### config.mk
export PLATFORM = sky130hd
export DESIGN_NAME = inst_fetch
export DESIGN_NICKNAME = d
export VERILOG_FILES = /design/src/rtl/cpu_pkg.sv /design/src/rtl/inst_fetch.sv
export SDC_FILE = /design/constraint.sdc
export NUM_CORES = 1
export LEC_CHECK = 0
export ABC_AREA = 1
export CORE_ASPECT_RATIO = 0.75
export CORE_MARGIN = 2
export CORE_UTILIZATION = 30
export CTS_CLUSTER_DIAMETER = 40
export DETAILED_ROUTE_END_ITERATION = 8
export PLACE_DENSITY = 0.66
export SKIP_CTS_REPAIR_TIMING = 1
export SLEW_MARGIN = 25
export SYNTH_ARGS = -nofsm -noshare
export SYNTH_HDL_FRONTEND = slang
export SYNTH_SLANG_ARGS = --single-unit
### constraint.sdc
create_clock -name clk -period 2.77 [get_ports clk]
set_input_delay 0.277 -clock clk [delete_from_list [all_inputs] [get_ports clk]]
set_output_delay 0.277 -clock clk [all_outputs]
set_load 0.02 [all_outputs]
### src/rtl/cpu_pkg.sv
// rtl/cpu_pkg.sv - shared CPU widths, opcodes and fetch-stage state encoding
package cpu_pkg;

    localparam int PC_W    = 8;
    localparam int INSTR_W = 16;

    localparam logic [3:0]      OPC_JMP  = 4'hB;
    localparam logic [PC_W-1:0] RESET_PC = 8'h00;

    typedef enum logic {
        IDLE = 1'b0,
        RUN  = 1'b1
    } fetch_state_t;

endpackage

### src/rtl/inst_fetch.sv
// rtl/inst_fetch.sv - instruction fetch stage with one-word output register and redirect
// Optional build macro PREDECODE_JMP_EN: follow JMP targets at fetch time.
module inst_fetch
    import cpu_pkg::*;
(
    input  logic               clk,
    input  logic               rst,
    input  logic               fetch_en,
    output logic [PC_W-1:0]    imem_addr,
    input  logic [INSTR_W-1:0] imem_data,
    input  logic               redirect_valid,
    input  logic [PC_W-1:0]    redirect_pc,
    output logic               instr_valid,
    input  logic               instr_ready,
    output logic [INSTR_W-1:0] instr,
    output logic [PC_W-1:0]    instr_pc
);

    fetch_state_t    state;
    logic [PC_W-1:0] pc;
    logic [PC_W-1:0] next_pc;
    logic            slot_free;

    assign imem_addr = pc;
    assign slot_free = !instr_valid || instr_ready;

    always_comb begin
        next_pc = pc + 8'd1;
`ifdef PREDECODE_JMP_EN
        // Target sits in the low byte of the JMP word; skip the fall-through fetch.
        if (imem_data[15:12] == OPC_JMP) begin
            next_pc = imem_data[PC_W-1:0];
        end
`else
`endif
    end

    always_ff @(posedge clk) begin
        if (rst) begin
            state       <= IDLE;
            pc          <= RESET_PC;
            instr_valid <= 1'b0;
            instr       <= '0;
            instr_pc    <= '0;
        end else begin
            state <= fetch_en ? RUN : IDLE;

            // Redirect flushes the held word; a coincident handshake still counts as done.
            if (redirect_valid) begin
                pc          <= redirect_pc;
                instr_valid <= 1'b0;
            end else if (state == RUN && slot_free) begin
                instr       <= imem_data;
                instr_pc    <= pc;
                instr_valid <= 1'b1;
                pc          <= next_pc;
            end else if (instr_valid && instr_ready) begin
                instr_valid <= 1'b0;
            end
        end
    end

endmodule
==> results.ini, run 1 <==
[outcome]
status = complete, no violations

[detailed_routing]
drc = 0
ant_nets = 0
wl_per_cell_um = 11.3
wl_um = 3510
initialDrtViolationCount = 29
vias = 1372
vias_per_cell = 4.43
drtPass1Iterations = 4

[timing]
slew_viol_final = 0
fin_setup_tns_ns = 0
hold_viol = 0
setup_ws_ns = 0.855
max_slew_margin_pct = 48.9
setup_violations = 0
fmax_mhz = 522
worst-slew-pin-transition_ns = 0.764
rsz0062_at_grt = false
finalCriticalPeriod_ns = 1.92
finalCritPeriodShare_pct = 69.1
finClkSkew_ns = 0.00453

[synth]
synth_nets = 220
yosys_warnings = 0
synthArstFlopShare_pct = 0
netlist_instances = 190
synth_flop_cell = dfxtp_1
synthDistinctLibCells = 23
ys_seq_area_share_pct = 46.3
ys_ff_latch = 34
syn_area_um2 = 1470
syn_avg_cell_area_um2 = 7.73
synth_edf_count = 0

[floorplanning]
io_pins = 62
die_width_um = 84.8
num_rows = 22
initial_utilization_pct = 30.5
die_y_um = 64.6
coreArea_um2 = 4820
die_area_um2 = 5480

[setup_path]
crit_fanout = 29
critPathBufInv = 3
path_cells = clkdlybuf4s50_1, inv_4, nand3_4, inv_2, a22oi_1, a21oi_1
end_kind = flop
cp.required_ns = 2.97
crit_type = in -> reg
crit_slowest_cell = clkdlybuf4s50_1
crit_arrival_ns = 2.11
cp_top_family = buffers and inverters
worstSetupStartpointType = primary input
cpPeakStageDelay_ns = 0.60

[cts]
ctsRootBufferMaster = clkbuf_8
numCtsBuffers = 5
clk_pin_slew_worst_paths_ns = 0.07
clk_latency_ns = 0.28
htreeDepth = 2
cts_tree = done
cts_buffer_depth = 2
cts.sinks = 34

[grt]
grt_pass1_vias = 1256
antenna_found_initial = 0
grt_pass1_wl_um = 5780
grt_usage_pct = 13.2
grt_max_degree = 30
overflow = 0

[placed_design]
io_buffers = 61
post_dp_cell_area_um2 = 2100
gp_congestion = 0.848
dp_slack_ns = 0.498
hpwl_um = 2550
place_inst = 302

[layout]
fillCellCount = 504
final_layout_size_suffix_gt1_share_pct = 12.4
n_antenna_cell = 0
area_growth_pct = 49.2
fin_cells = 310
stdcell_area_um2 = 2190
finalNetCount = 279

[power]
p_clk_share_pct = 34.9
seqPwrFrac_pct = 49.5
power_density_nw_per_um2 = 485
power_w = 0.00106
vdd_ir_drop_max_mv = 0.262
switching_share_pct = 25.3
p_sw_w = 0.000269
leakage_nw = 0.790
comb_power_share_pct = 15.6
internal-power_w = 0.000794

[hold_path]
hp-class = reg -> reg

[job]
max_cap_violations = 0

## logic make-up (layout without fill, tap and decap cells)
family                   after synthesis  count (layout)  share of synthesized area, %
flip-flops                            34              34                          46.3
XOR/XNOR                               1               1                         0.596
adder cells (fa/ha/maj)                1               1                         0.852
AND/OR/NAND/NOR                       93              93                          27.2
AO/OA/AOI/OAI                         39              39                          16.8
buffers and inverters                 22              82                          8.26
## through the flow
stage	hold WS, ns	util, %
final	0.465	45.5
after global routing	0.487	45.5
after CTS	0.468	45.5
after detailed placement	0.458	43.6
after global placement	0.454	43.6
after floorplan	0.384	-
## state kept, by name (all words and copies together), names as in the netlist
signal,flops
instr,16
imem_addr,8
instr_pc,8
instr_valid,1
state,1
## path summary, 6_finish.rpt
| path | cells past startpoint | startpoint | end | slack [ns] |
|---|---|---|---|---|
| setup / recovery | 6 | redirect_valid | imem_addr[0]$_SDFFE_PP0P_ | 0.85 |
| hold / removal | 2 | instr[4]$_SDFFE_PP0P_ | instr[4]$_SDFFE_PP0P_ | 0.46 |
| setup reg to reg | 5 | instr_valid$_SDFFE_PP0P_ | imem_addr[0]$_SDFFE_PP0P_ | 1.18 |
| hold reg to reg | 2 | instr[4]$_SDFFE_PP0P_ | instr[4]$_SDFFE_PP0P_ | 0.46 |
## cells in the mapped netlist, types with 2 or more instances
library cell	number	area (um^2)
nor2_1	10	37.5
buf_6	2	22.5
o21ai_0	2	10.0
inv_1	10	37.5
a31oi_1	3	18.8
clkbuf_1	3	11.3
nand2_1	64	240
o21bai_1	2	15.0
nand3_1	7	35.0
a21oi_2	10	87.6
a21oi_1	20	100
nand2_2	10	62.6
buf_2	4	20.0
dfxtp_1	34	681
## per-layer routing
layer / global-route usage, % / share of wire, % / vias up
met1: 17.0 / 49 / 606
met3: 4.46 / 5.6 / 6
met2: 20.8 / 44 / 33
met4: 4.37 / 0.94 / 0
met5: 0 / 0 / -
li1: - / - / 727
## layout make-up
type                            count  area (um^2)  area share (%)
Sequential cell                    34          681            31.1
Multi-Input combinational cell    134          667            30.4
Timing Repair Buffer               62          631            28.8
Clock buffer                        7         86.3            3.94
Tap cell                           60         75.1            3.42
Inverter                           12         47.5            2.17
Clock inverter                      1         5.00           0.228
## tightest hold or removal path, delay by kind of cell, from the launching register on
kind / cells / cell delay, ns
flip-flops: 1 / 0.31
AND/OR/NAND/NOR: 1 / 0.06
AO/OA/AOI/OAI: 1 / 0.05
## cell usage in the layout (no fill, tap or decap), drive strengths merged
| cell | count |
|---|---|
| a211oi | 1 |
| a21oi | 30 |
| a22oi | 1 |
| a31oi | 3 |
| buf | 1 |
| clkbuf | 7 |
| clkdlybuf4s50 | 61 |
| clkinv | 1 |
| dfxtp | 34 |
| ha | 1 |
| inv | 12 |
| nand2 | 74 |
| nand3 | 8 |
| nand4 | 1 |
| nor2 | 10 |
| o21ai | 2 |
| o21bai | 2 |
| xor2 | 1 |
## power by group through the flow
stage          logic [W]  registers [W]  clock network [W]
6_report        0.000166       0.000526           0.000371
4_1_cts         0.000169       0.000526           0.000386
2_1_floorplan  0.0000630       0.000555                  0
3_3_place_gp    0.000167       0.000537                  0
3_5_place_dp    0.000168       0.000537                  0
5_1_grt         0.000180       0.000529           0.000411
Note: power is estimated with default switching activity, not from simulation.
==> inputs of run 2 (changes only) <==
==> constraint.sdc (replaced) <==
create_clock -name clk -period 1.85 [get_ports clk]
set_input_delay 0.185 -clock clk [delete_from_list [all_inputs] [get_ports clk]]
set_output_delay 0.185 -clock clk [all_outputs]
set_load 0.02 [all_outputs]
==> run 2 against run 1 <==
Register-to-register slack worse by 0.59 ns. First-iteration DRC count up 28%. Utilization up 0.42 points. Die area unchanged. Combinational power up 53%. Non-clock buffer count up 3. Critical endpoint is now imem_addr[2].
==> results.ini, run 2 (synthesis gave the netlist of run 1 again) <==
[outcome]
status = complete, no violations  ; unchanged

[cts]
ctsRootBufferMaster = clkbuf_8  ; unchanged
cts.sinks = 34  ; unchanged
cts_buffer_depth = 2  ; unchanged
clk_latency_ns = 0.27  ; was 0.28 ns
numCtsBuffers = 5  ; unchanged
cts_tree = done  ; unchanged
clk_pin_slew_worst_paths_ns = 0.06  ; was 0.07 ns
htreeDepth = 2  ; unchanged

[timing]
hold_viol = 0  ; unchanged
worst-slew-pin-transition_ns = 0.274  ; was 0.764 ns
finClkSkew_ns = 0.00429  ; was 0.00453 ns
slew_viol_final = 0  ; unchanged
fin_setup_tns_ns = 0  ; unchanged
max_slew_margin_pct = 81.7  ; was 48.9%
rsz0062_at_grt = false  ; unchanged
finalCriticalPeriod_ns = 1.57
setup_violations = 0  ; unchanged
finalCritPeriodShare_pct = 85.1
fmax_mhz = 635

[placed_design]
hpwl_um = 2470  ; was 2550 um
gp_congestion = 0.809  ; was 0.848
io_buffers = 61  ; unchanged
post_dp_cell_area_um2 = 2140  ; was 2100 um^2

[hold_path]
min_to = state$_SDFF_PP0_  ; was instr[4]$_SDFFE_PP0P_
hp-class = in -> reg  ; was reg -> reg
hp-start = fetch_en  ; was instr[4]$_SDFFE_PP0P_
hold_depth = 3  ; was 2

[floorplanning]
coreArea_um2 = 4820  ; unchanged
die_width_um = 84.8  ; unchanged
io_pins = 62  ; unchanged
die_area_um2 = 5480  ; unchanged
initial_utilization_pct = 30.5  ; unchanged
num_rows = 22  ; unchanged
die_y_um = 64.6  ; unchanged

[setup_path]
crit_arrival_ns = 1.39  ; was 2.11 ns
critPathBufInv = 1  ; was 3
reg2reg_to = imem_addr[6]$_SDFFE_PP0P_  ; was imem_addr[0]$_SDFFE_PP0P_
worstSetupStartpointType = flop  ; was primary input
reg2reg_slack_ns = 0.59  ; was 1.18 ns
path_cells = clkdlybuf4s50_1  ; was clkdlybuf4s50_1, inv_4, nand3_4, inv_2, a22oi_1, a21oi_1
critPathLaunch = imem_addr[2]$_SDFFE_PP0P_  ; was redirect_valid
crit_fanout = 7  ; was 29
cp_top_family = buffers and inverters  ; unchanged
crit_slowest_cell = clkdlybuf4s50_1  ; unchanged
reg2reg_from = imem_addr[0]$_SDFFE_PP0P_  ; was instr_valid$_SDFFE_PP0P_
cp.required_ns = 1.66  ; was 2.97 ns
cpPeakStageDelay_ns = 0.66  ; was 0.60 ns
worstRegToRegCells = 7  ; was 5
end_kind = primary output  ; was flop
crit_type = reg -> out  ; was in -> reg

[grt]
overflow = 0  ; unchanged
grt_max_degree = 35  ; was 30
grt_usage_pct = 13.5  ; was 13.2%
grt_pass1_wl_um = 5930  ; was 5780 um
antenna_found_initial = 0  ; unchanged
grt_pass1_vias = 1353  ; was 1256

[detailed_routing]
drtPass1Iterations = 4  ; unchanged
drc = 0  ; unchanged
vias = 1362  ; was 1372
ant_nets = 0  ; unchanged
initialDrtViolationCount = 37  ; was 29
wl_per_cell_um = 10.9  ; was 11.3 um
wl_um = 3410  ; was 3510 um
vias_per_cell = 4.37  ; was 4.43

[power]
leakage_nw = 0.798  ; was 0.790 nW
vdd_ir_drop_max_mv = 0.316  ; was 0.262 mV
power_density_nw_per_um2 = 695  ; was 485 nW/um^2

[layout]
final_cell_mix = nand2_1 (64), clkdlybuf4s50_1 (61), dfxtp_1 (34)  ; unchanged
final_layout_size_suffix_gt1_share_pct = 12.7  ; was 12.4%
n_antenna_cell = 0  ; unchanged
final_util_pct = 45.9  ; was 45.5%
area_growth_pct = 50.6  ; was 49.2%
multi_input_area_um2 = 667  ; unchanged
fillCellCount = 473  ; was 504
final_common_cell = nand2_1  ; unchanged
finalNetCount = 282  ; was 279
stdcell_area_um2 = 2210  ; was 2190 um^2
largest_register_ffs = 16  ; unchanged
final-seq-area_um2 = 681  ; unchanged
regMostFlops = instr  ; unchanged

[job]
max_cap_violations = 0  ; unchanged

## run 2: worst max path at each step
stage,end,slack [ns],depth (start not counted)
finish,imem_addr[2],0.28,1
global route,imem_addr[5],0.21,1
CTS,imem_addr[2],0.27,1
detailed placement,imem_addr[4]$_SDFFE_PP0P_,0.26,10
global placement,imem_addr[4]$_SDFFE_PP0P_,0.28,10
floorplan,imem_addr[4]$_SDFFE_PP0P_,0.59,6
## run 2: where the power goes
part | total [W] | switching, W | internal (W)
Clock | 0.000496 | 0.000237 | 0.000259
Sequential | 0.000787 | 0.0000271 | 0.000760
Combinational | 0.000254 | 0.000119 | 0.000135
## run 2: area by class of cell
class,count,share of cell area [%]
clock buffers,7,3.45
inverters,12,2.15
multi-input cells,134,30.1
flip-flops and latches,34,30.8
well taps,60,3.39
repair buffers,65,30.1
## run 2: per-layer routing
metal / track usage (%) / vias up / routed length [um]
met5: 0 / - / 0
met3: 4.84 / 2 / 239
met1: 17.3 / 596 / 1650
li1: - / 730 / -
met4: 3.57 / 0 / 12
met2: 21.6 / 34 / 1500
## run 2: stage by stage
stage          total power (W)  cells  hold slack (ns)  worst slack (ns)
2_1_floorplan         0.000926    190            0.292             0.591
3_3_place_gp           0.00106    305            0.452             0.282
3_5_place_dp           0.00106    305            0.458             0.257
4_1_cts                0.00157    312            0.416             0.268
5_1_grt                0.00162    312            0.446             0.207
6_report               0.00154    312            0.424             0.275
==> inputs of run 3 (changes only) <==
--- a/config.mk
+++ b/config.mk
@@ -6,7 +6,6 @@
 export NUM_CORES = 1
 export LEC_CHECK = 0
 export ABC_AREA = 1
-export CORE_ASPECT_RATIO = 0.75
 export CORE_MARGIN = 2
 export CORE_UTILIZATION = 30
 export CTS_CLUSTER_DIAMETER = 40
==> run 3 against run 2 <==
Die area down 0.11%. Global-route usage about the same. Total power up 1.4%. First-iteration DRC count up 59%. Sequential power about the same. Clock skew about the same. Hold slack worse by 0.011 ns. Combinational power up 2%. Via count up 1.8%. Design area up 0.85%. Cell count up 2.6%. Critical path type unchanged. Largest cell class unchanged.
==> results.ini, run 3 (synthesis gave the netlist of run 1 again) <==
[outcome]
status = complete, no violations  ; unchanged

[placed_design]
gp_congestion = 0.762  ; was 0.809
hpwl_um = 2430  ; was 2470 um
post_dp_cell_area_um2 = 2150  ; was 2140 um^2
io_buffers = 61  ; unchanged

[timing]
max_slew_margin_pct = 81.6  ; was 81.7%
rsz0062_at_grt = false  ; unchanged
finalCriticalPeriod_ns = 1.59  ; was 1.57 ns
fin_setup_tns_ns = 0  ; unchanged
worst-slew-pin-transition_ns = 0.276  ; was 0.274 ns
hold_viol = 0  ; unchanged
fmax_mhz = 629  ; was 635 MHz
finClkSkew_ns = 0.00384  ; was 0.00429 ns
slew_viol_final = 0  ; unchanged
finalCritPeriodShare_pct = 85.9  ; was 85.1%
setup_violations = 0  ; unchanged

[setup_path]
worstSetupStartpointType = flop  ; unchanged
cpPeakStageDelay_ns = 0.66  ; about the same
crit_slowest_cell = clkdlybuf4s50_1  ; unchanged
end_kind = primary output  ; unchanged
path_cells = clkdlybuf4s50_1  ; unchanged
reg2reg_slack_ns = 0.62  ; was 0.59 ns
crit_fanout = 8  ; was 7
reg2reg_from = instr_valid$_SDFFE_PP0P_  ; was imem_addr[0]$_SDFFE_PP0P_
cp.required_ns = 1.66  ; about the same
reg2reg_to = imem_addr[4]$_SDFFE_PP0P_  ; was imem_addr[6]$_SDFFE_PP0P_
crit_arrival_ns = 1.40  ; was 1.39 ns
critPathBufInv = 1  ; unchanged
cp_top_family = buffers and inverters  ; unchanged
crit_type = reg -> out  ; unchanged
worstRegToRegCells = 8  ; was 7

[layout]
final-seq-area_um2 = 681  ; unchanged
area_growth_pct = 51.9  ; was 50.6%
finalNetCount = 283  ; was 282
n_antenna_cell = 0  ; unchanged
fillCellCount = 486  ; was 473
final_layout_size_suffix_gt1_share_pct = 13.8  ; was 12.7%
multi_input_area_um2 = 667  ; unchanged
final_cell_mix = nand2_1 (64), clkdlybuf4s50_1 (61), dfxtp_1 (34)  ; unchanged
stdcell_area_um2 = 2230  ; was 2210 um^2
largest_register_ffs = 16  ; unchanged
final_util_pct = 47.2  ; was 45.9%
final_common_cell = nand2_1  ; unchanged
regMostFlops = instr  ; unchanged

[floorplanning]
initial_utilization_pct = 31.1  ; was 30.5%
die_width_um = 74.0  ; was 84.8 um
io_pins = 62  ; unchanged
die_area_um2 = 5470  ; was 5480 um^2
num_rows = 25  ; was 22
coreArea_um2 = 4720  ; was 4820 um^2
die_y_um = 74.0  ; was 64.6 um

[hold_path]
hp-class = in -> reg  ; unchanged
hold_depth = 3  ; unchanged
hp-start = fetch_en  ; unchanged
min_to = state$_SDFF_PP0_  ; unchanged

[grt]
antenna_found_initial = 0  ; unchanged
grt_pass1_vias = 1277  ; was 1353
overflow = 0  ; unchanged
grt_usage_pct = 13.5  ; about the same
grt_max_degree = 35  ; unchanged
grt_pass1_wl_um = 5670  ; was 5930 um

[job]
max_cap_violations = 0  ; unchanged

[detailed_routing]
wl_um = 3580  ; was 3410 um
drc = 0  ; unchanged
drtPass1Iterations = 4  ; unchanged
ant_nets = 0  ; unchanged
initialDrtViolationCount = 59  ; was 37
wl_per_cell_um = 11.2  ; was 10.9 um
vias = 1386  ; was 1362
vias_per_cell = 4.33  ; was 4.37

[cts]
numCtsBuffers = 5  ; unchanged
ctsRootBufferMaster = clkbuf_8  ; unchanged
cts.sinks = 34  ; unchanged
cts_tree = done  ; unchanged
htreeDepth = 2  ; unchanged
cts_buffer_depth = 2  ; unchanged
clk_latency_ns = 0.28  ; was 0.27 ns
clk_pin_slew_worst_paths_ns = 0.07  ; was 0.06 ns

[power]
power_density_nw_per_um2 = 699  ; was 695 nW/um^2
leakage_nw = 0.809  ; was 0.798 nW
vdd_ir_drop_max_mv = 0.438  ; was 0.316 mV

## run 3: cell types whose count changed in the layout (fill, tap and decap cells not counted)
cell	before	now
clkbuf_1	2	0
clkinv_2	0	2
buf_4	2	3
## run 3: power by group
part           switching (W)  leakage, nW  internal (W)  total, W
sequential         0.0000261        0.277      0.000760  0.000786
combinational       0.000122        0.488      0.000137  0.000259
clock               0.000263       0.0438      0.000252  0.000515
## run 3: per-layer routing
layer | share of wire (%) | global-route usage [%] | vias to the layer above | wire, um
li1 | - | - | 732 | -
met1 | 48 | 17.7 | 594 | 1700
met2 | 44 | 20.2 | 50 | 1570
met3 | 6.3 | 3.79 | 10 | 224
met4 | 2.3 | 6.87 | 0 | 82
met5 | 0 | 0 | - | 0
## run 3: per-stage QoR
stage | power, W | setup slack [ns] | hold WS (ns) | std cells
floorplan | 0.000926 | 0.591 | 0.292 | 190
global placement | 0.00106 | 0.270 | 0.453 | 313
detailed placement | 0.00106 | 0.258 | 0.454 | 313
CTS | 0.00158 | 0.246 | 0.407 | 320
global route | 0.00164 | 0.189 | 0.451 | 320
finish | 0.00156 | 0.261 | 0.413 | 320
## run 3: how the worst max path moves through the flow
stage                                         start                   endpoint  slack, ns  cells past startpoint
after floorplan           imem_addr[1]$_SDFFE_PP0P_  imem_addr[4]$_SDFFE_PP0P_       0.59                      6
after global placement                  instr_ready  imem_addr[4]$_SDFFE_PP0P_       0.27                     10
after detailed placement                instr_ready  imem_addr[4]$_SDFFE_PP0P_       0.26                     10
after CTS                 imem_addr[5]$_SDFFE_PP0P_               imem_addr[5]       0.25                      1
after global routing      imem_addr[5]$_SDFFE_PP0P_               imem_addr[5]       0.19                      1
final                     imem_addr[5]$_SDFFE_PP0P_               imem_addr[5]       0.26                      1
## run 3: area by class of cell
type	count	area share, %
clock buffer	5	3.08
clock inverter	2	0.449
inverter	12	2.13
multi-input combinational	134	29.9
sequential	34	30.5
tap	67	3.76
timing repair buffer	66	30.2
